File: config.mk
export PLATFORM = sky130hd
export DESIGN_NAME = instr_fetch_decoder
export DESIGN_NICKNAME = d
export VERILOG_FILES = /design/src/rtl/instr_fetch_decoder.sv
export SDC_FILE = /design/constraint.sdc
export NUM_CORES = 1
export LEC_CHECK = 0
export CORE_MARGIN = 4
export CORE_UTILIZATION = 55
export DETAILED_ROUTE_END_ITERATION = 16
export GPL_TIMING_DRIVEN = 0
export PLACE_DENSITY = 0.84
export SETUP_SLACK_MARGIN = 0.4
export SLEW_MARGIN = 20
export SYNTH_ARGS = -nofsm -noshare
export SYNTH_HDL_FRONTEND = slang
export SYNTH_SLANG_ARGS = --single-unit
File: constraint.sdc
create_clock -name clk -period 3.9 [get_ports clk]
set_input_delay 0.78 -clock clk [delete_from_list [all_inputs] [get_ports clk]]
set_output_delay 0.78 -clock clk [all_outputs]
set_load 0.02 [all_outputs]
File: src/rtl/instr_fetch_decoder.sv
// -----------------------------------------------------------------------------
// instr_fetch_decoder
//   Front-end fetch/decode stage. Walks byte-wide program memory from
//   START_ADDR, parses variable-length instruction records and presents each
//   decoded instruction to the execute stage over a valid/ready handshake.
//
//   Record formats:
//     0x02, opcode, A, B  -> two-operand
//     0x01, opcode, A     -> single-operand
//     0xFF                -> terminate
//
// Ports
//   clk          in   1   system clock, rising edge
//   rst_n        in   1   asynchronous active-low reset
//   enable       in   1   start/continue request
//   mem_rd       out  1   read strobe to program memory
//   mem_addr     out  AW  read address, valid while mem_rd=1
//   mem_rdata    in   8   read data, valid one cycle after mem_rd
//   ins_valid    out  1   decoded instruction available
//   ins_ready    in   1   execute stage accepts the instruction
//   ins_nops     out  2   operand count (1 or 2)
//   ins_opcode   out  6   ALU opcode
//   ins_op_a     out  8   operand A
//   ins_op_b     out  8   operand B (0 for single-operand records)
//   running      out  1   fetch/decode active
//   halted       out  1   terminate record reached (sticky until next start)
//   err_illegal  out  1   bad header/opcode byte (sticky until next start)
// -----------------------------------------------------------------------------
module instr_fetch_decoder #(
   parameter int unsigned   AW         = 10,
   parameter logic [AW-1:0] START_ADDR = {AW{1'b0}}
) (
   input  logic          clk,
   input  logic          rst_n,
   input  logic          enable,
   output logic          mem_rd,
   output logic [AW-1:0] mem_addr,
   input  logic [7:0]    mem_rdata,
   output logic          ins_valid,
   input  logic          ins_ready,
   output logic [1:0]    ins_nops,
   output logic [5:0]    ins_opcode,
   output logic [7:0]    ins_op_a,
   output logic [7:0]    ins_op_b,
   output logic          running,
   output logic          halted,
   output logic          err_illegal
);

   typedef enum logic [2:0] {
      ST_IDLE  = 3'd0,
      ST_HDR   = 3'd1,
      ST_OPC   = 3'd2,
      ST_OPA   = 3'd3,
      ST_OPB   = 3'd4,
      ST_ISSUE = 3'd5,
      ST_HALT  = 3'd6,
      ST_ERR   = 3'd7
   } state_t;

   localparam logic [AW-1:0] PC_INC  = {{(AW-1){1'b0}}, 1'b1};
   localparam logic [7:0]    HDR_ONE = 8'h01;
   localparam logic [7:0]    HDR_TWO = 8'h02;
   localparam logic [7:0]    HDR_END = 8'hFF;

   state_t        state_r,     state_s;
   logic [AW-1:0] pc_r,        pc_s;
   logic [AW-1:0] mem_addr_r,  mem_addr_s;
   logic          mem_rd_r,    mem_rd_s;
   logic          ins_valid_r, ins_valid_s;
   logic [1:0]    nops_r,      nops_s;
   logic [5:0]    opcode_r,    opcode_s;
   logic [7:0]    op_a_r,      op_a_s;
   logic [7:0]    op_b_r,      op_b_s;
   logic          running_r,   running_s;
   logic          halted_r,    halted_s;
   logic          err_r,       err_s;

   // Next-state and next-output logic.
   // Every fetch state spends two cycles per byte: while mem_rd_r is high we
   // are in the request cycle (pc advances), otherwise in the capture cycle
   // where mem_rdata is consumed and the next request is launched.
   always_comb begin
      state_s     = state_r;
      pc_s        = pc_r;
      mem_addr_s  = mem_addr_r;
      mem_rd_s    = 1'b0;
      ins_valid_s = ins_valid_r;
      nops_s      = nops_r;
      opcode_s    = opcode_r;
      op_a_s      = op_a_r;
      op_b_s      = op_b_r;
      running_s   = running_r;
      halted_s    = halted_r;
      err_s       = err_r;

      case (state_r)
         ST_IDLE: begin
            if (enable) begin
               state_s    = ST_HDR;
               running_s  = 1'b1;
               halted_s   = 1'b0;
               err_s      = 1'b0;
               pc_s       = START_ADDR;
               mem_rd_s   = 1'b1;
               mem_addr_s = START_ADDR;
            end else begin
               state_s = ST_IDLE;
            end
         end

         ST_HDR: begin
            if (mem_rd_r) begin
               pc_s = pc_r + PC_INC;
            end else begin
               case (mem_rdata)
                  HDR_TWO: begin
                     nops_s     = 2'd2;
                     state_s    = ST_OPC;
                     mem_rd_s   = 1'b1;
                     mem_addr_s = pc_r;
                  end
                  HDR_ONE: begin
                     nops_s     = 2'd1;
                     state_s    = ST_OPC;
                     mem_rd_s   = 1'b1;
                     mem_addr_s = pc_r;
                  end
                  HDR_END: begin
                     state_s   = ST_HALT;
                     running_s = 1'b0;
                     halted_s  = 1'b1;
                  end
                  default: begin
                     state_s   = ST_ERR;
                     running_s = 1'b0;
                     err_s     = 1'b1;
                  end
               endcase
            end
         end

         ST_OPC: begin
            if (mem_rd_r) begin
               pc_s = pc_r + PC_INC;
            end else if (mem_rdata[7:6] != 2'b00) begin
               state_s   = ST_ERR;
               running_s = 1'b0;
               err_s     = 1'b1;
            end else begin
               opcode_s   = mem_rdata[5:0];
               state_s    = ST_OPA;
               mem_rd_s   = 1'b1;
               mem_addr_s = pc_r;
            end
         end

         ST_OPA: begin
            if (mem_rd_r) begin
               pc_s = pc_r + PC_INC;
            end else begin
               op_a_s = mem_rdata;
               if (nops_r == 2'd2) begin
                  state_s    = ST_OPB;
                  mem_rd_s   = 1'b1;
                  mem_addr_s = pc_r;
               end else begin
                  op_b_s      = 8'h00;
                  ins_valid_s = 1'b1;
                  state_s     = ST_ISSUE;
               end
            end
         end

         ST_OPB: begin
            if (mem_rd_r) begin
               pc_s = pc_r + PC_INC;
            end else begin
               op_b_s      = mem_rdata;
               ins_valid_s = 1'b1;
               state_s     = ST_ISSUE;
            end
         end

         // The enable check for the next header is taken on the handshake
         // edge, so the header read is only launched when still enabled.
         ST_ISSUE: begin
            if (ins_ready) begin
               ins_valid_s = 1'b0;
               if (enable) begin
                  state_s    = ST_HDR;
                  mem_rd_s   = 1'b1;
                  mem_addr_s = pc_r;
               end else begin
                  state_s   = ST_IDLE;
                  running_s = 1'b0;
               end
            end else begin
               ins_valid_s = 1'b1;
            end
         end

         // Parking in IDLE once enable is low gives the low-then-high restart
         // rule; the sticky flags survive until IDLE starts a new run.
         ST_HALT, ST_ERR: begin
            if (!enable) begin
               state_s = ST_IDLE;
            end else begin
               state_s = state_r;
            end
         end

         default: begin
            state_s     = ST_IDLE;
            running_s   = 1'b0;
            ins_valid_s = 1'b0;
         end
      endcase
   end

   // State and output registers; all outputs come straight from here
   always_ff @(posedge clk or negedge rst_n) begin
      if (!rst_n) begin
         state_r     <= ST_IDLE;
         pc_r        <= START_ADDR;
         mem_addr_r  <= {AW{1'b0}};
         mem_rd_r    <= 1'b0;
         ins_valid_r <= 1'b0;
         nops_r      <= 2'd0;
         opcode_r    <= 6'd0;
         op_a_r      <= 8'h00;
         op_b_r      <= 8'h00;
         running_r   <= 1'b0;
         halted_r    <= 1'b0;
         err_r       <= 1'b0;
      end else begin
         state_r     <= state_s;
         pc_r        <= pc_s;
         mem_addr_r  <= mem_addr_s;
         mem_rd_r    <= mem_rd_s;
         ins_valid_r <= ins_valid_s;
         nops_r      <= nops_s;
         opcode_r    <= opcode_s;
         op_a_r      <= op_a_s;
         op_b_r      <= op_b_s;
         running_r   <= running_s;
         halted_r    <= halted_s;
         err_r       <= err_s;
      end
   end

   assign mem_rd      = mem_rd_r;
   assign mem_addr    = mem_addr_r;
   assign ins_valid   = ins_valid_r;
   assign ins_nops    = nops_r;
   assign ins_opcode  = opcode_r;
   assign ins_op_a    = op_a_r;
   assign ins_op_b    = op_b_r;
   assign running     = running_r;
   assign halted      = halted_r;
   assign err_illegal = err_r;

endmodule

==> impl_metrics.yaml <==
cells_and_area:
  antenna_cells: 0
  fillers: 349
  layout_common_cells: "dfrtp_1, clkdlybuf4s50_1, nor2_1, nand2_1"
  drive_gt1_share_pct: 13.1
  final_common_cell: "dfrtp_1"
  num-nets-final: 332
  syn_to_final_growth_pct: 24.8
grt:
  grt_pass1_wl_um: 11300
  grt_use_total_pct: 23.5
  grt_max_degree: 53
  grt_pass1_vias: 2283
  grt_overflow: 0
  antenna_found_initial: 0
routing:
  vias: 2298
  drt_wl_total_um: 6600
  routed_via_density: 5.94
  ant_nets: 0
  wire_per_inst_um: 17.1
  wl_met2_um: 3170
  drcViolationCount: 0
  wl_met1_um: 2840
  drt_iter0_markers: 296
  dr.max_layer_used: "met4"
  dr.pass1.iters: 5
  met3_length_um: 463
synth:
  ys_seq_elements: 52
  yosys-mux-area-fraction_pct: 10.8
  yosys.area_share.simple_pct: 18.3
  yosysTopAreaCell: "dfrtp_1"
  synth_edf_count: 0
  syn_nets: 276
  synthCells: 263
  yosysWarningCount: 0
  synth.area.top_cells: "dfrtp_1, mux2_2, mux2i_1"
  synth_top_family_by_area: "simple AND/OR/NAND/NOR gates"
  yosysTopAreaCellShare_pct: 48.5
  synth_fa_ha_area_share_pct: 0.466
  synth_area_per_cell_um2: 10.2
  synth-async-reset-ratio_pct: 100
  ys.flop_type: "dfrtp_1"
  netlist_area_um2: 2680
  ys_types: 57
  synth_compound_area_share_pct: 16.3
  synth_seq_area_share_pct: 48.5
  synth_xor_area_share_pct: 0.326
setup_path:
  worstSetupStartpoint: "mem_rdata[2]"
  reg2reg_depth: 6
  path_max_fanout: 10
  ff2ff_setup_slack_ns: 1.75
  r2r_start: "state_r[0]"
  end_kind: "flop"
  critPathLaunchType: "primary input"
  worst_ep_arrival_time_ns: 2.94
  crit_end: "mem_addr[4]"
  reg2reg_to: "mem_addr[4]"
  worstSetupPathType: "primary input to flop"
  worst_ep_required_time_ns: 4.13
clocking:
  clk_latency_ns: 0.31
  cts_num_sinks: 52
  htree_num_levels: 2
  cts-buffers-inserted: 5
  cts_setup_buffers: 0
  holdBufCountCts: 0
  clk_path_buf_depth: 2
  cts_tree: "built"
  cts_root_buf: "clkbuf_8"
  clk_pin_slew_worst_paths_ns: 0.10
  post_cts_resized: 0
power_and_ir_drop:
  vdd_drop_max_v: 0.000414
  p_leak_nw: 1.38
  p_total_mw: 2.48
  pwr_density_cell_nw_per_um2: 742
sta:
  setup_viol: 0
  fmax_mhz: 369
  worstMarginPinSlew_ns: 0.841
  final_max_slew_viol_count: 0
  rsz0062_at_grt: "false"
  min_period_over_period_pct: 69.4
  slew_headroom_pct: 43.4
  hold_viol: 0
  skew_ns: 0.00921
  finalSetupTns_ns: 0
  period_needed_ns: 2.71
placement:
  dpl.hpwl_um: 4530
  routabilityCongestion: 0.883
  port_buffers: 49
die:
  die_area_um2: 6060
  ios: 51
  design.core.area_um2: 4720
  rows: 25
  start_util_pct: 56.8
  die_w_um: 77.8
  die_y_um: 77.8
flow_run:
  max_cap_viol_count: 0
status:
  status: "complete, no violations"
hold_path:
  min_path_type: "primary input to asynchronous set/reset pin"
[critical path, cell delays in order]
cell and delay [ns]:
clkdlybuf4s50_1 0.50, nor4_1 0.78, nand4_1 0.17, nand4_1 0.23, buf_4 0.25, mux2i_1 0.22
[through the flow]
stage                     instance area, um^2  worst slack (ns)  hold slack, ns  util, %  cells
final                                    3350              1.19           0.486     70.9    387
after global routing                     3350              1.05           0.520     70.9    387
after CTS                                3350              1.23           0.510     70.9    387
after detailed placement                 3250             0.906           0.481     68.9    379
after global placement                   3260             0.543           0.482     69.0    379
after floorplan                          2680              1.86           0.484        -    263
[synthesized netlist by cell type (2+ instances only)]
| cell | instances |
|---|---|
| o21bai_1 | 2 |
| and4_1 | 3 |
| clkbuf_1 | 5 |
| buf_2 | 7 |
| nor2_1 | 18 |
| nor3b_2 | 2 |
| nor3_1 | 4 |
| nand3_1 | 7 |
| mux2_2 | 15 |
| nor2b_1 | 4 |
| a211oi_1 | 6 |
| a31oi_1 | 4 |
| nand2b_1 | 2 |
| nand2_1 | 18 |
| dfrtp_1 | 52 |
| a22o_1 | 10 |
| inv_1 | 15 |
| mux2i_1 | 12 |
| or3_1 | 6 |
| buf_6 | 2 |
| o21ai_0 | 12 |
| a21oi_1 | 13 |
| or2_2 | 3 |
| nand4_1 | 8 |
[worst min-delay path by stage]
stage	slack, ns	to	cells past startpoint
after CTS	0.51	pc_r[4]	1
after global routing	0.52	ins_opcode[0]	1
after detailed placement	0.48	ins_op_b[2]	1
after floorplan	0.48	err_illegal	0
final	0.49	pc_r[4]	1
after global placement	0.48	halted	2
[power breakdown]
part	internal, mW	total, mW	switching, mW
clock	0.142	0.323	0.181
sequential	0.728	0.853	0.126
combinational	0.596	1.31	0.711
[layout make-up]
type                       count  area (um^2)  area share (%)
sequential                    52         1300            38.9
multi-input combinational    180         1240            37.0
timing repair buffer          49          488            14.6
buffer                        16         87.6            2.62
tap                           67         83.8            2.50
clock buffer                   6         82.6            2.47
inverter                      15         56.3            1.68
clock inverter                 2         10.0           0.299
[metal layers]
layer / up-vias / GRT usage, %
met2: 84 / 36.1
li1: 1067 / -
met5: - / 0
met1: 1135 / 32.9
met3: 12 / 4.87
met4: 0 / 8.54
[sequential cells by signal, summed over array words and instances (netlist names)]
register / cells
pc_r: 10
ins_nops: 2
mem_addr: 10
halted: 1
ins_op_a: 8
mem_rd: 1
running: 1
ins_op_b: 8
ins_opcode: 6
err_illegal: 1
state_r: 3
ins_valid: 1
[logic make-up (layout without fill, tap and decap cells)]
kind of cell             count (synthesis)  in the layout
flip-flops                              52             52
multiplexers                            27             27
AO/OA/AOI/OAI                           63             63
AND/OR/NAND/NOR                         88             88
adder cells (fa/ha/maj)                  1              1
XOR/XNOR                                 1              1
buffers and inverters                   31             88
(Power assumes the default switching activity.)
